File: src/rtl/imem_arbiter_pkg.sv
// Shared widths, in-flight owner encodings and the owner-selection helper
// for the instruction-memory arbiter.
package imem_arbiter_pkg;

    localparam int ADDR_W = 32;
    localparam int WORD_W = 32;

    localparam logic [1:0] OWN_NONE = 2'd0;
    localparam logic [1:0] OWN_F    = 2'd1;
    localparam logic [1:0] OWN_L    = 2'd2;

    // Writes leave the memory output untouched, so they never own a return slot.
    function automatic logic [1:0] read_owner(input logic f_gnt,
                                              input logic l_gnt,
                                              input logic l_we);
        if (l_gnt && !l_we) begin
            return OWN_L;
        end else if (f_gnt) begin
            return OWN_F;
        end
        return OWN_NONE;
    endfunction

endpackage

File: src/rtl/imem_starve_ctr.sv
// Counts consecutive denied loader cycles and raises l_prio once the loader
// has waited MAX_WAIT cycles, so it wins the next arbitration.
module imem_starve_ctr
    import imem_arbiter_pkg::*;
#(
    parameter int MAX_WAIT = 4,
    parameter int WAIT_W   = 3
) (
    input  logic clk,
    input  logic rst,
    input  logic l_req,
    input  logic l_gnt,
    output logic l_prio
);

    localparam logic [WAIT_W-1:0] MAX_CNT = WAIT_W'(MAX_WAIT);

    logic [WAIT_W-1:0] wait_cnt_reg;
    logic [WAIT_W-1:0] wait_cnt_next;

    always_comb begin
        wait_cnt_next = wait_cnt_reg;
        if (!l_req || l_gnt) begin
            wait_cnt_next = '0;
        end else if (wait_cnt_reg != MAX_CNT) begin
            wait_cnt_next = wait_cnt_reg + 1'b1;
        end
    end

    always_ff @(posedge clk or posedge rst) begin
        if (rst) begin
            wait_cnt_reg <= '0;
        end else begin
            wait_cnt_reg <= wait_cnt_next;
        end
    end

    assign l_prio = (wait_cnt_reg == MAX_CNT);

endmodule

File: src/rtl/imem_arbiter.sv
// Fixed-priority (fetch first) arbiter for the single-port instruction memory,
// with loader starvation guard and a sticky check of the echoed read address.
module imem_arbiter
    import imem_arbiter_pkg::*;
#(
    parameter int MAX_WAIT = 4,
    parameter int WAIT_W   = 3
) (
    input  logic              clk,
    input  logic              rst,
    input  logic              f_req,
    input  logic [ADDR_W-1:0] f_addr,
    output logic              f_gnt,
    output logic              f_rvalid,
    output logic [WORD_W-1:0] f_rdata,
    output logic [ADDR_W-1:0] f_raddr,
    input  logic              l_req,
    input  logic              l_we,
    input  logic [ADDR_W-1:0] l_addr,
    input  logic [WORD_W-1:0] l_wdata,
    output logic              l_gnt,
    output logic              l_rvalid,
    output logic [WORD_W-1:0] l_rdata,
    output logic [ADDR_W-1:0] m_A,
    output logic              m_W,
    output logic [WORD_W-1:0] m_D,
    input  logic [WORD_W-1:0] m_Q,
    input  logic [ADDR_W-1:0] m_Ao,
    output logic              err
);

    logic              l_prio;
    logic [1:0]        owner_reg;
    logic [1:0]        owner_next;
    logic [ADDR_W-1:0] exp_addr_reg;
    logic [ADDR_W-1:0] exp_addr_next;
    logic              err_reg;
    logic              err_next;

    imem_starve_ctr #(
        .MAX_WAIT (MAX_WAIT),
        .WAIT_W   (WAIT_W)
    ) u_starve (
        .clk    (clk),
        .rst    (rst),
        .l_req  (l_req),
        .l_gnt  (l_gnt),
        .l_prio (l_prio)
    );

    // Loader wins when starved or when fetch is idle; fetch takes everything else.
    assign l_gnt = l_req & (l_prio | ~f_req);
    assign f_gnt = f_req & ~l_gnt;

    always_comb begin
        m_A = f_addr;
        m_W = 1'b0;
        m_D = '0;
        if (l_gnt) begin
            m_A = l_addr;
            m_W = l_we;
            m_D = l_wdata;
        end
    end

    always_comb begin
        owner_next    = read_owner(f_gnt, l_gnt, l_we);
        exp_addr_next = exp_addr_reg;
        if (owner_next != OWN_NONE) begin
            exp_addr_next = m_A;
        end
        err_next = err_reg | ((owner_reg != OWN_NONE) && (m_Ao != exp_addr_reg));
    end

    always_ff @(posedge clk or posedge rst) begin
        if (rst) begin
            owner_reg    <= OWN_NONE;
            exp_addr_reg <= '0;
            err_reg      <= 1'b0;
        end else begin
            owner_reg    <= owner_next;
            exp_addr_reg <= exp_addr_next;
            err_reg      <= err_next;
        end
    end

    assign f_rvalid = (owner_reg == OWN_F);
    assign l_rvalid = (owner_reg == OWN_L);
    assign f_rdata  = m_Q;
    assign l_rdata  = m_Q;
    assign f_raddr  = m_Ao;
    assign err      = err_reg;

endmodule
File: config.mk
export PLATFORM = sky130hd
export DESIGN_NAME = imem_arbiter
export DESIGN_NICKNAME = d
export VERILOG_FILES = /design/src/rtl/imem_arbiter_pkg.sv /design/src/rtl/imem_starve_ctr.sv /design/src/rtl/imem_arbiter.sv
export SDC_FILE = /design/constraint.sdc
export NUM_CORES = 1
export LEC_CHECK = 0
export ABC_AREA = 1
export CAP_MARGIN = 25
export CORE_AREA = 2 2 129 131
export DETAILED_ROUTE_END_ITERATION = 6
export DIE_AREA = 0 0 131 133
export GPL_TIMING_DRIVEN = 0
export MAX_ROUTING_LAYER = met4
export PLACE_DENSITY_LB_ADDON = 0.3
export SLEW_MARGIN = 5
export SYNTH_ARGS = -nofsm -noshare
export SYNTH_HDL_FRONTEND = slang
export SYNTH_SLANG_ARGS = --single-unit
export TNS_END_PERCENT = 10
File: constraint.sdc
create_clock -name clk -period 4.1 [get_ports clk]
set_clock_uncertainty 0.05 [all_clocks]
set_input_delay 0.82 -clock clk [delete_from_list [all_inputs] [get_ports clk]]
set_output_delay 0.82 -clock clk [all_outputs]
set_load 0.01 [all_outputs]
; ---- Word-level counts from Yosys, hierarchy flattened
; Cells that the tools add are included.
[totals]
regBits = 38
output_inout_bits = 166
elab_cells = 34
[op_classes]
add_sub_neg = 1
n_mux = 10
n_reduce_logical = 8
n_eq_ne = 5
bitwise_logic = 6
[op_table]
columns = cell, n
row1 = two-way mux 32 bit, 2
row2 = inequality test 32 bit, 1
row3 = two-way mux 2 bit, 3
row4 = two-way mux 3 bit, 2
row5 = nonzero test 2 bit, 3
row6 = "adder 3 x 1 -> 3 bit, second input constant", 1
row7 = "== test 3 bit, second input constant", 1
row8 = two-way mux 1 bit, 3
row9 = "inequality test 3 bit, second input constant", 1
row10 = AND 1 bit, 2
row11 = "== test 2 x 1 -> 1 bit, second input constant", 1
row12 = "== test 2 bit, second input constant", 1
row13 = logical AND 1 bit, 2
row14 = logical NOT 1 bit, 2
row15 = inverter 1 bit, 2
row16 = bitwise OR 1 bit, 2
row17 = logical OR 1 bit, 1

; ---- Depth between registers and ports, before layout
[logic_depth]
depth_word = 9
depth_mapped = 11

; ---- By module
; Synthesis repeated with hierarchy kept, for this count alone.
[hier_totals]
cells_unflattened = 540
area_unflattened_um2 = 3477.1
[modules_own_cells]
columns = mod, cells_each, instances, seq_area_each_um2, area_each_um2
row1 = imem_arbiter, 512, 1, 875.8, 3279.4
row2 = imem_starve_ctr, 28, 1, 75.1, 197.7

; ---- Worst setup path after synthesis
; Ideal clock, no wire load.
[synth_path]
path_kind = input-to-output
from = input port f_req
to = output port m_A[10]
n_path_buf = 2
stages = 6
path_slack_ns = 1.722
arrival_ns = 1.508
path_cell_list = nand2_2 > nand2_2 > buf_2 > buf_4 > nand2_1 > nand2_1
[synth_between]
elab_chain_len = 4
[synth_lines]
columns = element, line
row1 = start: declaration, imem_arbiter.sv:11  ; input logic f_req,
row2 = inverter 1 bit, imem_arbiter.sv:52  ; assign l_gnt = l_req & (l_prio | ~f_req);
row3 = bitwise OR 1 bit, imem_arbiter.sv:52
row4 = AND 1 bit, imem_arbiter.sv:52
row5 = two-way mux 32 bit, imem_arbiter.sv:59  ; if (l_gnt) begin
row6 = end: declaration, imem_arbiter.sv:24  ; output logic [ADDR_W-1:0] m_A,
; No other way between the ends.

; ---- Worst setup path in the final report
[layout_path]
from = input port f_req
to = output port m_A[16]
; Same word-level chain as after synthesis.

==> impl_metrics.csv <==
group,metric,value,unit
worst_setup_path,cp.arrival,2.88,ns
global_routing,overflow,0,
route,avgRoutedWirePerCell,13.4,um
clock_network,cts_tree,"built",
clock_network,cts_sinks,38,
timing,fin_hold_ws,0.414,ns
place,placed_area,0.00660,mm2
route,vias_per_cell,3.75,
worst_setup_path,r2r_slack,2.17,ns
clock_network,clockRootBuffer,"clkbuf_16",
clock_network,clk_path_buf_depth,2,
die,fp.dieW,131,um
timing,setup_viol_count_final,0,
clock_network,ctsResizeCount,0,
layout,drive_gt1_share,15.2,%
synth,syn_inst,502,
worst_setup_path,worstSetupPathType,"primary input to output pin",
clock_network,clock_latency,0.28,ns
worst_setup_path,r2r_start,"u_starve.wait_cnt_reg[0]$_DFFE_PP0P_",
route,ant_nets,0,
worst_setup_path,path_max_fanout,10,
synth,yosysSeqAreaShare,28.7,%
power,ir_drop,0.119,mV
clock_network,cts_setup_buffers,0,
layout,diodes,0,
power,total_leakage_power,3.18,nW
layout,final.fill_count,1693,
die,dieArea,0.0174,mm2
global_routing,top_usage_layer,"met2",
global_routing,grt_max_degree,21,
die,die_h,133,um
worst_setup_path,crit_path_end_kind,"output pin",
route,drt_iter0_drc,72,
job,drv_cap,0,
layout,syn_to_final_growth,103,%
worst_setup_path,slowest_delay,0.54,ns
timing,hold_viol_final,0,
global_routing,grt.met1_usage,18.0,%
clock_network,postCtsHoldBufs,0,
clock_network,numCtsBuffers,5,
worst_setup_path,path_buf_inv,3,
run_status,status,"completed",
die,rows,47,
layout,largest_reg_flops,32,
place,place_inst,1021,
worst_hold_path,min_from,"err$_DFF_PP0_",
clock_network,path_clk_slew,0.06,ns
worst_setup_path,r2r-end,"exp_addr_reg[16]$_DFFE_PP0P_",
global_routing,met2_usage,28.9,%
worst_setup_path,critPathLaunchType,"primary input",
die,pin_count,331,
place,port_buffers,298,
timing,period_minus_slack,3.75,ns
clock_network,cts_max_level,2,
die,initial_core_util,20.5,%
layout,layout_commonest_cell,"clkdlybuf4s50_1",
timing,relSlewSlack,59.8,%
synth,yosysWarningCount,0,
worst_hold_path,hold_path_class,"flop to flop",
global_routing,antenna_found_initial,0,
worst_hold_path,hold-path-endpoint,"err$_DFF_PP0_",
route,drc,0,
layout,final_area,0.00673,mm2
power,cellPowerDensity,222,mW/mm2
global_routing,globalRouteMet3Util,3.40,%
layout,final_cells,1028,
worst_setup_path,cp_slowest_cell,"clkdlybuf4s50_1",
global_routing,grt_use_total,15.9,%
layout,layout.nets,975,
worst_setup_path,rr_worst_depth,8,
place,place_hpwl,11800,um
synth,syn_avg_cell_area,6.59,um2
route,vias,3852,
layout,fin_util,41.6,%
worst_hold_path,whs_path_depth,2,
synth,syn_nets,669,
global_routing,grt_pass1_vias,3849,
route,first_pass_iters,5,
worst_setup_path,cp.required,3.23,ns
timing,setup_tns,0,ns
die,coreArea,0.0162,mm2
timing,drv_slew,0,
place,gp_congestion,0.843,
worst_setup_path,path_cells,"clkdlybuf4s50_1 > nand2_2 > nand2_2 > buf_1 > nand2_1 > nand2_1 > clkdlybuf4s50_1",
worst_setup_path,crit_family,"buffers and inverters",
global_routing,grt_pass1_wl,20500,um
timing,fmax,0.267,GHz
route,wl,13800,um
timing,grt_setup_unrepaired,"no",
layout,final_cell_mix,"298 x clkdlybuf4s50_1, 158 x nand2_1, 99 x buf_4",
synth,syn_area,0.00331,mm2
timing,period_share,91.5,%
timing,worst_pin_slew,0.603,ns
synth,synthDistinctLibCells,15,
synth,ys_ff_latch,38,
==> worst max-delay path by stage <==
stage / start / end / slack, ns / cells past startpoint
after floorplan: f_req / m_A[10] / 1.72 / 6
after global placement: f_req / m_A[16] / 0.29 / 7
after detailed placement: f_req / m_A[16] / 0.28 / 7
after CTS: f_req / m_A[16] / 0.28 / 7
after global routing: f_req / m_A[15] / 0.17 / 7
final: f_req / m_A[16] / 0.35 / 7
==> cells in the mapped netlist <==
library cell	count	area share, %
nor3_1	2	0.30
dfrtp_1	38	29
o21ai_4	1	0.49
xnor2_1	24	6.4
o21ai_0	9	1.4
a31oi_1	23	4.3
nor2_1	69	7.8
buf_1	1	0.11
inv_1	61	6.9
nor3b_1	1	0.23
nand2_2	2	0.38
nand2_1	158	18
buf_4	99	22
ha_1	2	0.76
buf_2	12	1.8
==> cell families after synthesis <==
logic type | Yosys count | synth area share [%]
AO/OA/AOI/OAI | 33 | 6.20
flip-flops | 38 | 28.7
adder cells (fa/ha/maj) | 2 | 0.756
AND/OR/NAND/NOR | 232 | 26.7
buffers and inverters | 173 | 31.3
XOR/XNOR | 24 | 6.35
==> worst reg2reg max path, delay by kind of cell (launching register included) <==
kind	cells	cell delay, ns
AND/OR/NAND/NOR	4	0.49
AO/OA/AOI/OAI	1	0.21
buffers and inverters	2	0.54
flip-flops	1	0.38
adder cells (fa/ha/maj)	1	0.18
==> layout make-up <==
| class | instances | area, um2 | share of cell area, % |
|---|---|---|---|
| Timing Repair Buffer | 299 | 3010 | 44.7 |
| Multi-Input combinational cell | 291 | 1320 | 19.7 |
| Sequential cell | 38 | 951 | 14.1 |
| Buffer | 112 | 807 | 12.0 |
| Tap cell | 220 | 275 | 4.09 |
| Inverter | 61 | 229 | 3.40 |
| Clock buffer | 5 | 125 | 1.86 |
| Clock inverter | 2 | 10.0 | 0.149 |
==> through the flow <==
step                power (mW)  setup WS, ns
finish                    1.50         0.349
global route              1.60         0.167
CTS                       1.53         0.280
detailed placement        1.14         0.284
global placement          1.13         0.287
floorplan                0.760          1.72
==> where the power goes <==
| group | leakage (nW) | total (mW) | switching, mW | internal (mW) |
|---|---|---|---|---|
| registers | 0.445 | 0.456 | 0.0322 | 0.423 |
| clock network | 0.0694 | 0.375 | 0.155 | 0.220 |
| logic | 2.67 | 0.667 | 0.261 | 0.406 |
==> layer usage <==
layer / wire length, um / share of wire, %
met4: 146 / 1.1
met3: 1120 / 8.1
met5: 0 / 0
met1: 5510 / 40
met2: 7040 / 51
Note: power is estimated with default switching activity, not from simulation.
